==> src/rtl/layer_link_pkg.sv <==
// layer_link_pkg: shared word type, ReLU helper and default frame length for the layer link FIFO
package layer_link_pkg;
  localparam int WORD_WIDTH = 16;
  localparam int DEFAULT_FRAME_LEN = 32;
  typedef logic signed [WORD_WIDTH-1:0] word_t;
  function automatic word_t relu(input word_t x);
    return x[WORD_WIDTH-1] ? '0 : x;
  endfunction
endpackage

==> src/rtl/fifo_regfile.sv <==
// fifo_regfile: DEPTH x WIDTH storage, one synchronous write port and one asynchronous read port
module fifo_regfile #(
  parameter int WIDTH    = 16,
  parameter int DEPTH    = 32,
  parameter int LOGDEPTH = 5
) (
  input  logic                clk,
  input  logic                we,
  input  logic [LOGDEPTH-1:0] waddr,
  input  logic [WIDTH-1:0]    wdata,
  input  logic [LOGDEPTH-1:0] raddr,
  output logic [WIDTH-1:0]    rdata
);
  logic [WIDTH-1:0] mem_q [DEPTH];
  always_ff @(posedge clk)
    if (we) mem_q[waddr] <= wdata;
  assign rdata = mem_q[raddr];
endmodule

==> src/rtl/layer_link_fifo.sv <==
// layer_link_fifo: elastic buffer between conv layers with per-frame last tagging
// Optional ReLU on ingress when LAYER_LINK_RELU_EN is defined.
module layer_link_fifo
  import layer_link_pkg::*;
#(
  parameter int WIDTH     = 16,
  parameter int DEPTH     = 32,
  parameter int LOGDEPTH  = 5,
  parameter int FRAME_LEN = DEFAULT_FRAME_LEN,
  parameter int LOGFRAME  = 6
) (
  input  logic                clk,
  input  logic                reset,
  input  logic [WIDTH-1:0]    s_data_in,
  input  logic                s_valid,
  output logic                s_ready,
  output logic [WIDTH-1:0]    m_data_out,
  output logic                m_valid,
  input  logic                m_ready,
  output logic                m_last,
  output logic [LOGDEPTH:0]   count
);
  localparam logic [LOGDEPTH:0]   FULL = (LOGDEPTH+1)'(DEPTH);
  localparam logic [LOGFRAME-1:0] LAST = LOGFRAME'(FRAME_LEN-1);
  logic [LOGDEPTH-1:0] wr_ptr_q, wr_ptr_d, rd_ptr_q, rd_ptr_d;
  logic [LOGDEPTH:0]   count_q, count_d;
  logic [LOGFRAME-1:0] fcnt_q, fcnt_d;
  logic                push, pop;
  logic [WIDTH-1:0]    wdata;
`ifdef LAYER_LINK_RELU_EN
  assign wdata = s_data_in[WIDTH-1] ? '0 : s_data_in;
`else
  assign wdata = s_data_in;
`endif
  // Ready depends only on registered count, so a pop never opens ready in the same cycle.
  assign s_ready = !reset && (count_q != FULL);
  assign m_valid = count_q != '0;
  assign m_last  = m_valid && (fcnt_q == LAST);
  assign count   = count_q;
  assign push    = s_valid && s_ready;
  assign pop     = m_valid && m_ready;
  always_comb begin
    wr_ptr_d = push ? wr_ptr_q + 1'b1 : wr_ptr_q;
    rd_ptr_d = pop ? rd_ptr_q + 1'b1 : rd_ptr_q;
    count_d  = (push && !pop) ? count_q + 1'b1 : (pop && !push) ? count_q - 1'b1 : count_q;
    fcnt_d   = !pop ? fcnt_q : (fcnt_q == LAST) ? '0 : fcnt_q + 1'b1;
  end
  always_ff @(posedge clk) begin
    if (reset) begin
      wr_ptr_q <= '0;
      rd_ptr_q <= '0;
      count_q  <= '0;
      fcnt_q   <= '0;
    end else begin
      wr_ptr_q <= wr_ptr_d;
      rd_ptr_q <= rd_ptr_d;
      count_q  <= count_d;
      fcnt_q   <= fcnt_d;
    end
  end
  fifo_regfile #(.WIDTH(WIDTH), .DEPTH(DEPTH), .LOGDEPTH(LOGDEPTH)) u_regfile (
    .clk   (clk),
    .we    (push),
    .waddr (wr_ptr_q),
    .wdata (wdata),
    .raddr (rd_ptr_q),
    .rdata (m_data_out)
  );
endmodule

==> config.mk <==
export PLATFORM = sky130hd
export DESIGN_NAME = layer_link_fifo
export DESIGN_NICKNAME = d
export VERILOG_FILES = /design/src/rtl/layer_link_pkg.sv /design/src/rtl/fifo_regfile.sv /design/src/rtl/layer_link_fifo.sv
export SDC_FILE = /design/constraint.sdc
export NUM_CORES = 1
export LEC_CHECK = 0
export BUFFER_PORTS_ARGS = -buffer_cell sky130_fd_sc_hd__buf_4
export CAP_MARGIN = 10
export CORE_MARGIN = 1.5
export CORE_UTILIZATION = 45
export CTS_CLUSTER_DIAMETER = 40
export DETAILED_ROUTE_END_ITERATION = 10
export SLEW_MARGIN = 20
export SYNTH_ARGS = -nofsm -noshare
export SYNTH_HDL_FRONTEND = slang
export SYNTH_SLANG_ARGS = --single-unit
==> constraint.sdc <==
create_clock -name clk -period 3.25 [get_ports clk]
set_input_delay 0.975 -clock clk [delete_from_list [all_inputs] [get_ports clk]]
set_output_delay 0.975 -clock clk [all_outputs]
set_load 0.02 [all_outputs]
After elaboration in Yosys (flattened, before gate mapping)
Memory sizes are Yosys's and may differ from the RTL's. A register that Yosys moved wholly into a read port is not among the register bits. Index checks and enable logic that the tools add are counted.

Bits in registers: 22. RAM bits: 512. Output and inout bits: 25. Logic and storage cells: 30. Memories: 1.

Memory list: u_regfile.mem_q (depth 32, bits a word 16, read ports 1, clocked after memory_dff 1, wr ports 1, RTL line fifo_regfile.sv:14) `logic [WIDTH-1:0] mem_q [DEPTH];`.

Add/sub/neg operators: 5. Eq/ne operators: 2. Muxes and demuxes: 7. Reduce and logical (&&, ||, !) cells: 11.

Operators with widths (number): 6-bit two-way mux (3); 6-bit by 1-bit adder with 6-bit output, second input constant (2); 5-bit by 1-bit adder with 5-bit output, second input constant (2); 5-bit two-way mux (2); 6-bit by 5-bit equality test with 1-bit output, second input constant (1); 1-bit logical AND (6); 6-bit inequality test, second input constant (1); 6-bit nonzero test (1); 6-bit by 1-bit subtractor with 6-bit output, second input constant (1); 1-bit logical NOT (3); 1-bit two-way mux (2); 2-bit nonzero test (1).

Depth between registers and ports, before layout
Gate-level depths: netlist (run 1).

Depth after elaboration: 7. Depth in mapped cells: 11.

By module
A second synthesis (run 1) with hierarchy kept.

Cell total of the unflattened synthesis: 1260. Area total of the unflattened synthesis: 21380.5 µm².

Modules (own cells, without submodules): fifo_regfile (instances 1, cells each 1127, area an instance 20215.6 µm²); layer_link_fifo (instances 1, cells each 133, area an instance 1164.9 µm²).

Least setup slack after synthesis (run 1)
OpenSTA, ideal clock, no wires.

Path kind: input to register. Start point: input port s_valid. End point: register count_q[5], in the netlist count[5]. Arrival: 3007 ps. Data required time: 3129 ps. Path slack: 123 ps. Stages on the path: 10. Path buffers: 1. Cells stage by stage: nor2b_1 > o31a_1 > buf_2 > ha_1 > inv_1 > ha_1 > or4_1 > a21oi_1 > nand4b_1 > mux2_2.

Cells in the longest elaborated chain, start to end: 4.

Ends and longest elaborated chain: start, declared (RTL line layer_link_fifo.sv:15) `input logic s_valid,`; 1-bit logical AND (*) (RTL line layer_link_fifo.sv:40) `assign push = s_valid && s_ready;`; via push (RTL line layer_link_fifo.sv:28) `logic push, pop;`; 1-bit logical NOT (RTL line layer_link_fifo.sv:45) `count_d = (push && !pop) ? count_q + 1'b1 : (pop && !push) ? count_q - 1'b1 : count_q;`; 1-bit logical AND (RTL line layer_link_fifo.sv:45); 2-bit nonzero test (no line); end signal, assigned (RTL line layer_link_fifo.sv:57) `count_q <= count_d;`; end, declared (RTL line layer_link_fifo.sv:26) `logic [LOGDEPTH:0] count_q, count_d;`.

The timed path passes the listed nets; every way through them passes the cells marked *. A chain may end at the register's enable or synchronous reset.

==> summary.txt, run 1 <==
Clock tree
  – Clock transition at path regs: 0.05 ns
  – Clk sinks: 539
  – Htree depth: 3
  – Hold buffer count at cts: 0
  – Clock latency on the worst-skew pair: 0.58 ns
  – Clock Path Buffers: 3
  – Clock root buffer: clkbuf_16
  – Total clock buffers created by CTS: 68
  – CTS tree: yes

Yosys
  – Most used flip-flop cell after synthesis: edfxtp_1
  – Seq/Total Area, Yosys: 76.0%
  – Synth Area per Inst: 19.0 µm²
  – Netlist Area Pre-Place: 20900 µm²
  – Syn_nets: 1134
  – Post-synth EDFFs: 512
  – Synthesis warning total: 0
  – Synth Instances: 1102
  – Post-synthesis async set-or-reset flop share: 0%
  – Synth Register Bits: 539
  – Synth cell types: 44

Timing
  – Tmin final: 3.53 ns
  – Final Hold Fails: 0
  – Slew @ Worst Pin: 0.643 ns
  – Fmax: 284 MHz
  – Period utilization: 109%
  – Rel. slew slack: 57.0%
  – Final worst slack: -0.276 ns
  – Skew final: 0.0185 ns
  – Final TNS setup: -3.04 ns
  – RSZ-0062 raised after global routing: true
  – Slew Limit Fails: 0
  – Hold WS: 0.503 ns
  – Final setup viols: 16

Run status
  – Status: finished, violations left
  – Failing checks: negative setup slack

Drt
  – Vias per Instance: 5.74
  – Routed Antenna Nets: 0
  – DR iter-0 viols: 1186
  – WL/cell: 25.6 µm
  – Via count: 11000
  – # DRC: 0
  – Number of iterations in the first detailed-routing pass: 6
  – Routed Wire Length: 48800 µm

Placement
  – RePlAce Congestion: 0.785
  – Area post-placement: 22600 µm²
  – Hpwl dp: 29000 µm
  – I/O Buffers: 44
  – Dpl ws: 0.116 ns

Finish
  – # nets final: 1292
  – Layout area overhead: 21.0%
  – Commonest non-fill, non-tap cells in the layout: edfxtp_1, mux2i_1, buf_4
  – Final Cell Area: 25300 µm²
  – Share of cells above drive strength 1: 28.3%
  – Filler Cells Inserted: 3507
  – Most common cell after layout, fill and taps aside: edfxtp_1

Pwr
  – Power per standard cell area: 707 nW/µm²
  – Leakage power: 0.00797 µW
  – Max VDD drop: 0.636 mV

Floorplan
  – Die Wd: 219 µm
  – Die Height: 219 µm
  – Core area: 45700 µm²
  – Die Area: 47800 µm²
  – # rows: 78
  – Initial Utilization: 45.8%
  – Io pins: 45

Setup path
  – CP top delay family: buffers and inverters
  – Worst Path Buf+Inv: 4
  – Slowest CP cell: mux4_2
  – Crit start category: register
  – Cell Chain, Critical Path: buf_12, buf_12, mux4_2, a22oi_1, buf_4, nand4_1, buf_4
  – Worst setup path class: reg2out
  – CP Data Required Time: 2.27 ns
  – CP endpoint kind: primary output
  – CP max FO: 6
  – Worst EP arrival: 2.55 ns
  – Worst path max stage delay: 0.49 ns

GRT
  – Number of global-route vias before repair: 11100
  – First-pass GRT wire length: 72200 µm
  – Gr usage total: 21.0%
  – Initial antenna violation count: 0
  – Largest net degree at the start of global routing: 33
  – GR Overflow Total: 0

Worst hold path
  – Hold crit path type: reg2reg

Job
  – Maxcap violations: 0
==> final timing paths <==
kind / from / end / slack, ns / depth (start not counted)
max: register / m_data_out[13] / -0.28 / 7
min: fcnt_q[5] / fcnt_q[5] / 0.50 / 2
max reg2reg: count[0] / count[5] / 0.31 / 9
min reg2reg: fcnt_q[5] / fcnt_q[5] / 0.50 / 2
==> flip-flops by register name, summed over array words and instances, names as in the netlist, named ones only <==
| signal | cells |
|---|---|
| count | 6 |
| fcnt_q | 6 |
| rd_ptr_q | 5 |
| u_regfile.mem_q | 512 |
| wr_ptr_q | 5 |
==> metal layers <==
layer	vias up	track usage [%]	wire length, µm
met4	0	5.91	792
li1	4837	-	-
met2	315	33.6	24000
met5	-	0	0
met1	5744	29.2	21300
met3	66	4.23	2790
==> synth_stat cells, types with 2 or more instances <==
| library cell | instances | area, µm² |
|---|---|---|
| edfxtp_1 | 512 | 15400 |
| mux2i_1 | 132 | 1320 |
| a22oi_1 | 96 | 721 |
| mux4_2 | 64 | 1440 |
| nor2_1 | 58 | 218 |
| nand3_1 | 35 | 175 |
| clkbuf_1 | 32 | 120 |
| dfxtp_1 | 27 | 541 |
| buf_2 | 23 | 115 |
| nand4_1 | 18 | 113 |
| nand2_1 | 13 | 48.8 |
| ha_1 | 11 | 138 |
| xor2_1 | 11 | 96.3 |
| a21oi_1 | 8 | 40.0 |
| buf_1 | 7 | 26.3 |
| inv_1 | 5 | 18.8 |
| nor2b_1 | 5 | 31.3 |
| o31ai_1 | 5 | 37.5 |
| and4_1 | 3 | 26.3 |
| nand3b_1 | 3 | 22.5 |
| or3_1 | 3 | 18.8 |
| a211o_1 | 2 | 17.5 |
| a21o_1 | 2 | 15.0 |
| and3_1 | 2 | 12.5 |
| o21ai_0 | 2 | 10.0 |
| o311ai_0 | 2 | 17.5 |
| or3b_2 | 2 | 17.5 |
| or4_1 | 2 | 15.0 |
| xnor2_1 | 2 | 17.5 |
==> cell type report <==
| type | instances | area, µm² | share of cell area [%] |
|---|---|---|---|
| flip-flops and latches | 539 | 15900 | 62.9 |
| multi-input cells | 495 | 4950 | 19.5 |
| clock buffers | 82 | 1810 | 7.13 |
| repair buffers | 151 | 1540 | 6.08 |
| well taps | 600 | 751 | 2.96 |
| clock inverters | 37 | 335 | 1.32 |
| inverters | 5 | 18.8 | 0.0741 |
| diodes | 1 | 2.50 | 0.00988 |
==> power breakdown <==
part | switching [µW] | internal (µW) | leakage [µW]
sequential | 95.0 | 7720 | 0.00483
clock | 2810 | 4300 | 0.00104
combinational | 1660 | 1340 | 0.00210
==> metrics by stage <==
stage	std cells	util, %	total power (µW)
after CTS	1903	55.1	18000
after global routing	1909	55.4	18500
final	1910	55.5	17900
after floorplan	1102	-	9470
after detailed placement	1768	49.5	10600
after global placement	1768	49.5	10500
==> repair_timing <==
| item | CTS | global route |
|---|---|---|
| buffers inserted | 11 | 9 |
| cloned | 6 | 0 |
| gates resized for setup | 46 | 28 |
| pin swaps | 24 | 15 |
| endpoints found under the setup margin | 17 | 19 |
==> cells by family (layout without fill, tap and decap cells) <==
kind of cell / count (synthesis) / in the layout / synth area share [%]
flops: 539 / 539 / 76.0
mux: 197 / 197 / 13.3
simple gates: 148 / 148 / 3.47
compound gates: 125 / 125 / 4.57
buf+inv: 68 / 275 / 1.37
xor+xnor: 13 / 13 / 0.544
fa+ha+maj: 12 / 12 / 0.753
other cells: 0 / 1 / 0
==> worst register-to-register path: cells and delay by family, from the launching register on <==
| kind | cells | cell delay [ns] |
|---|---|---|
| adder cells (fa/ha/maj) | 2 | 0.52 |
| AO/OA/AOI/OAI | 3 | 0.74 |
| AND/OR/NAND/NOR | 2 | 0.68 |
| multiplexers | 1 | 0.34 |
| buffers and inverters | 1 | 0.17 |
| flip-flops | 1 | 0.39 |
Note: power is estimated with default switching activity, not from simulation.
==> inputs of run 2 (changes only) <==
--- a/config.mk
+++ b/config.mk
@@ -6,8 +6,7 @@
 export NUM_CORES = 1
 export LEC_CHECK = 0
 export BUFFER_PORTS_ARGS = -buffer_cell sky130_fd_sc_hd__buf_4
-export CAP_MARGIN = 10
-export CORE_MARGIN = 1.5
+export CORE_MARGIN = 2
 export CORE_UTILIZATION = 45
 export CTS_CLUSTER_DIAMETER = 40
 export DETAILED_ROUTE_END_ITERATION = 10
==> run 2 against run 1 <==
  * First-iteration DRC count fell by 11%
  * Hold slack worse by 0.0095 ns
  * Cell count rose by 2.5%
  * Via count rose by 1.6%
  * Count of clock-buffer cells in the layout up 5
  * Fmax increased by 1.3%
  * Sequential share of layout area decreased by 1.8 points
  * The run still ends with negative setup slack left
  * Register-to-register slack lost 0.03 ns
  * Combinational power down 4%
==> summary.txt, run 2 (same netlist as run 1, synthesis figures left out) <==
Run status
  – Status: finished, violations left
  – Failing checks: negative setup slack

Clock tree
  – Total clock buffers created by CTS: 73
  – Clock Path Buffers: 3
  – Clock latency on the worst-skew pair: 0.59 ns
  – Htree depth: 3
  – Clock root buffer: clkbuf_16
  – Clock transition at path regs: 0.05 ns
  – Clk sinks: 539
  – Hold buffer count at cts: 0
  – CTS tree: yes

Floorplan
  – Die Wd: 220 µm
  – # rows: 79
  – Core area: 46300 µm²
  – Die Area: 48300 µm²
  – Initial Utilization: 45.3%
  – Io pins: 45
  – Die Height: 220 µm

Finish
  – Commonest non-fill, non-tap cells in the layout: edfxtp_1, buf_4, mux2i_1
  – Max FFs per register: 512
  – # nets final: 1323
  – Area taken by multi-input logic gates: 5070 µm²
  – Reg area: 15900 µm²
  – Share of cells above drive strength 1: 33.1%
  – Final Cell Area: 26100 µm²
  – Most common cell after layout, fill and taps aside: edfxtp_1
  – Top reg by flops: u_regfile.mem_q
  – Filler Cells Inserted: 3469
  – Diode count: 0
  – Layout area overhead: 24.6%
  – Non-Filler Instances: 1957

Setup path
  – Worst setup path class: reg2out
  – CP endpoint kind: primary output
  – R2r startpoint: count[0]
  – CP max FO: 12
  – Worst EP arrival: 2.51 ns
  – CP Data Required Time: 2.27 ns
  – Worst R2R Setup Slack: 0.28 ns
  – Crit start category: register

GRT
  – Most Used Layer, Global Route: met2
  – Gr usage total: 21.1%
  – GR Overflow Total: 0
  – First-pass GRT wire length: 72900 µm
  – Initial antenna violation count: 0
  – Largest net degree at the start of global routing: 41
  – Met1 GRT Util: 29.6%
  – Grt met3 use: 4.22%
  – Number of global-route vias before repair: 11000
  – Met2 GRT Util: 33.7%

Pwr
  – Power per standard cell area: 711 nW/µm²
  – Leakage power: 0.00826 µW
  – Sw frac: 25.2%
  – Max VDD drop: 0.517 mV
  – Total power: 18600 µW
  – Clock power frac: 42.2%
  – Logic pwr share: 15.5%
  – Switching Power: 4680 µW
  – Flop pwr share: 42.2%
  – Internal: 13900 µW

Job
  – Maxcap violations: 0

Drt
  – Via count: 11100
  – Routed Wire Length: 50600 µm
  – Routed Antenna Nets: 0
  – Number of iterations in the first detailed-routing pass: 5
  – Vias per Instance: 5.69
  – DR iter-0 viols: 1050
  – WL/cell: 25.9 µm
  – # DRC: 0

Timing
  – Skew final: 0.0185 ns
  – RSZ-0062 raised after global routing: true
  – Slew Limit Fails: 0
  – Period utilization: 107%
  – Rel. slew slack: 59.0%
  – Final Hold Fails: 0
  – Final worst slack: -0.233 ns
  – Fmax: 287 MHz
  – Final setup viols: 16
  – Slew @ Worst Pin: 0.614 ns
  – Tmin final: 3.48 ns
  – Final TNS setup: -2.34 ns
  – Hold WS: 0.494 ns

Placement
  – # placed instances: 1774
  – Area post-placement: 22600 µm²
  – I/O Buffers: 44
  – RePlAce Congestion: 0.776
  – Hpwl dp: 29100 µm

Worst hold path
  – Worst hold start: fcnt_q[5]
  – Hold crit path type: reg2reg
run 2: final timing paths:
kind | endpoint | cells after the start
worst min register to register | fcnt_q[5] | 2
worst min-delay path | fcnt_q[5] | 2
worst max-delay path | m_data_out[7] | 5
worst max register to register | count[5] | 9
run 2: what timing repair did:
action / in CTS / in global routing
gates resized for setup: 64 / 22
pin swaps: 16 / 18
setup endpoints to repair: 18 / 16
gates cloned: 7 / 3
buffers inserted: 23 / 17
run 2: layout make-up:
cell class | instances | share of cell area, %
Sequential cell | 539 | 61.1
Multi-Input combinational cell | 495 | 19.5
Clock buffer | 87 | 7.29
Timing Repair Buffer | 177 | 7.20
Tap cell | 607 | 2.91
Clock inverter | 47 | 1.99
Inverter | 5 | 0.0720
run 2: stage by stage:
stage	worst slack, ns	utilization (%)
2_1_floorplan	0.123	-
6_report	-0.233	56.4
4_1_cts	-0.251	55.7
5_1_grt	-0.291	56.4
3_3_place_gp	0.128	48.9
3_5_place_dp	0.106	48.9
run 2: critical path: stages (launching register included):
cell and delay, ns:
dfxtp_4 0.43, buf_16 0.18, mux4_2 0.51, a22oi_2 0.23, nand4_1 0.30, buf_4 0.27
run 2: power groups by stage:
stage | Clock, µW | Combinational (µW) | Sequential (µW)
after floorplan | 0 | 1500 | 7960
after global placement | 0 | 2460 | 7970
after detailed placement | 0 | 2490 | 7970
after CTS | 7950 | 2750 | 7830
after global routing | 8230 | 3080 | 7850
final | 7830 | 2880 | 7830
run 2: routing by layer:
metal,up-vias,wire [µm]
met5,-,0
met2,345,24100
met4,0,1170
li1,4912,-
met3,74,2920
met1,5811,22400
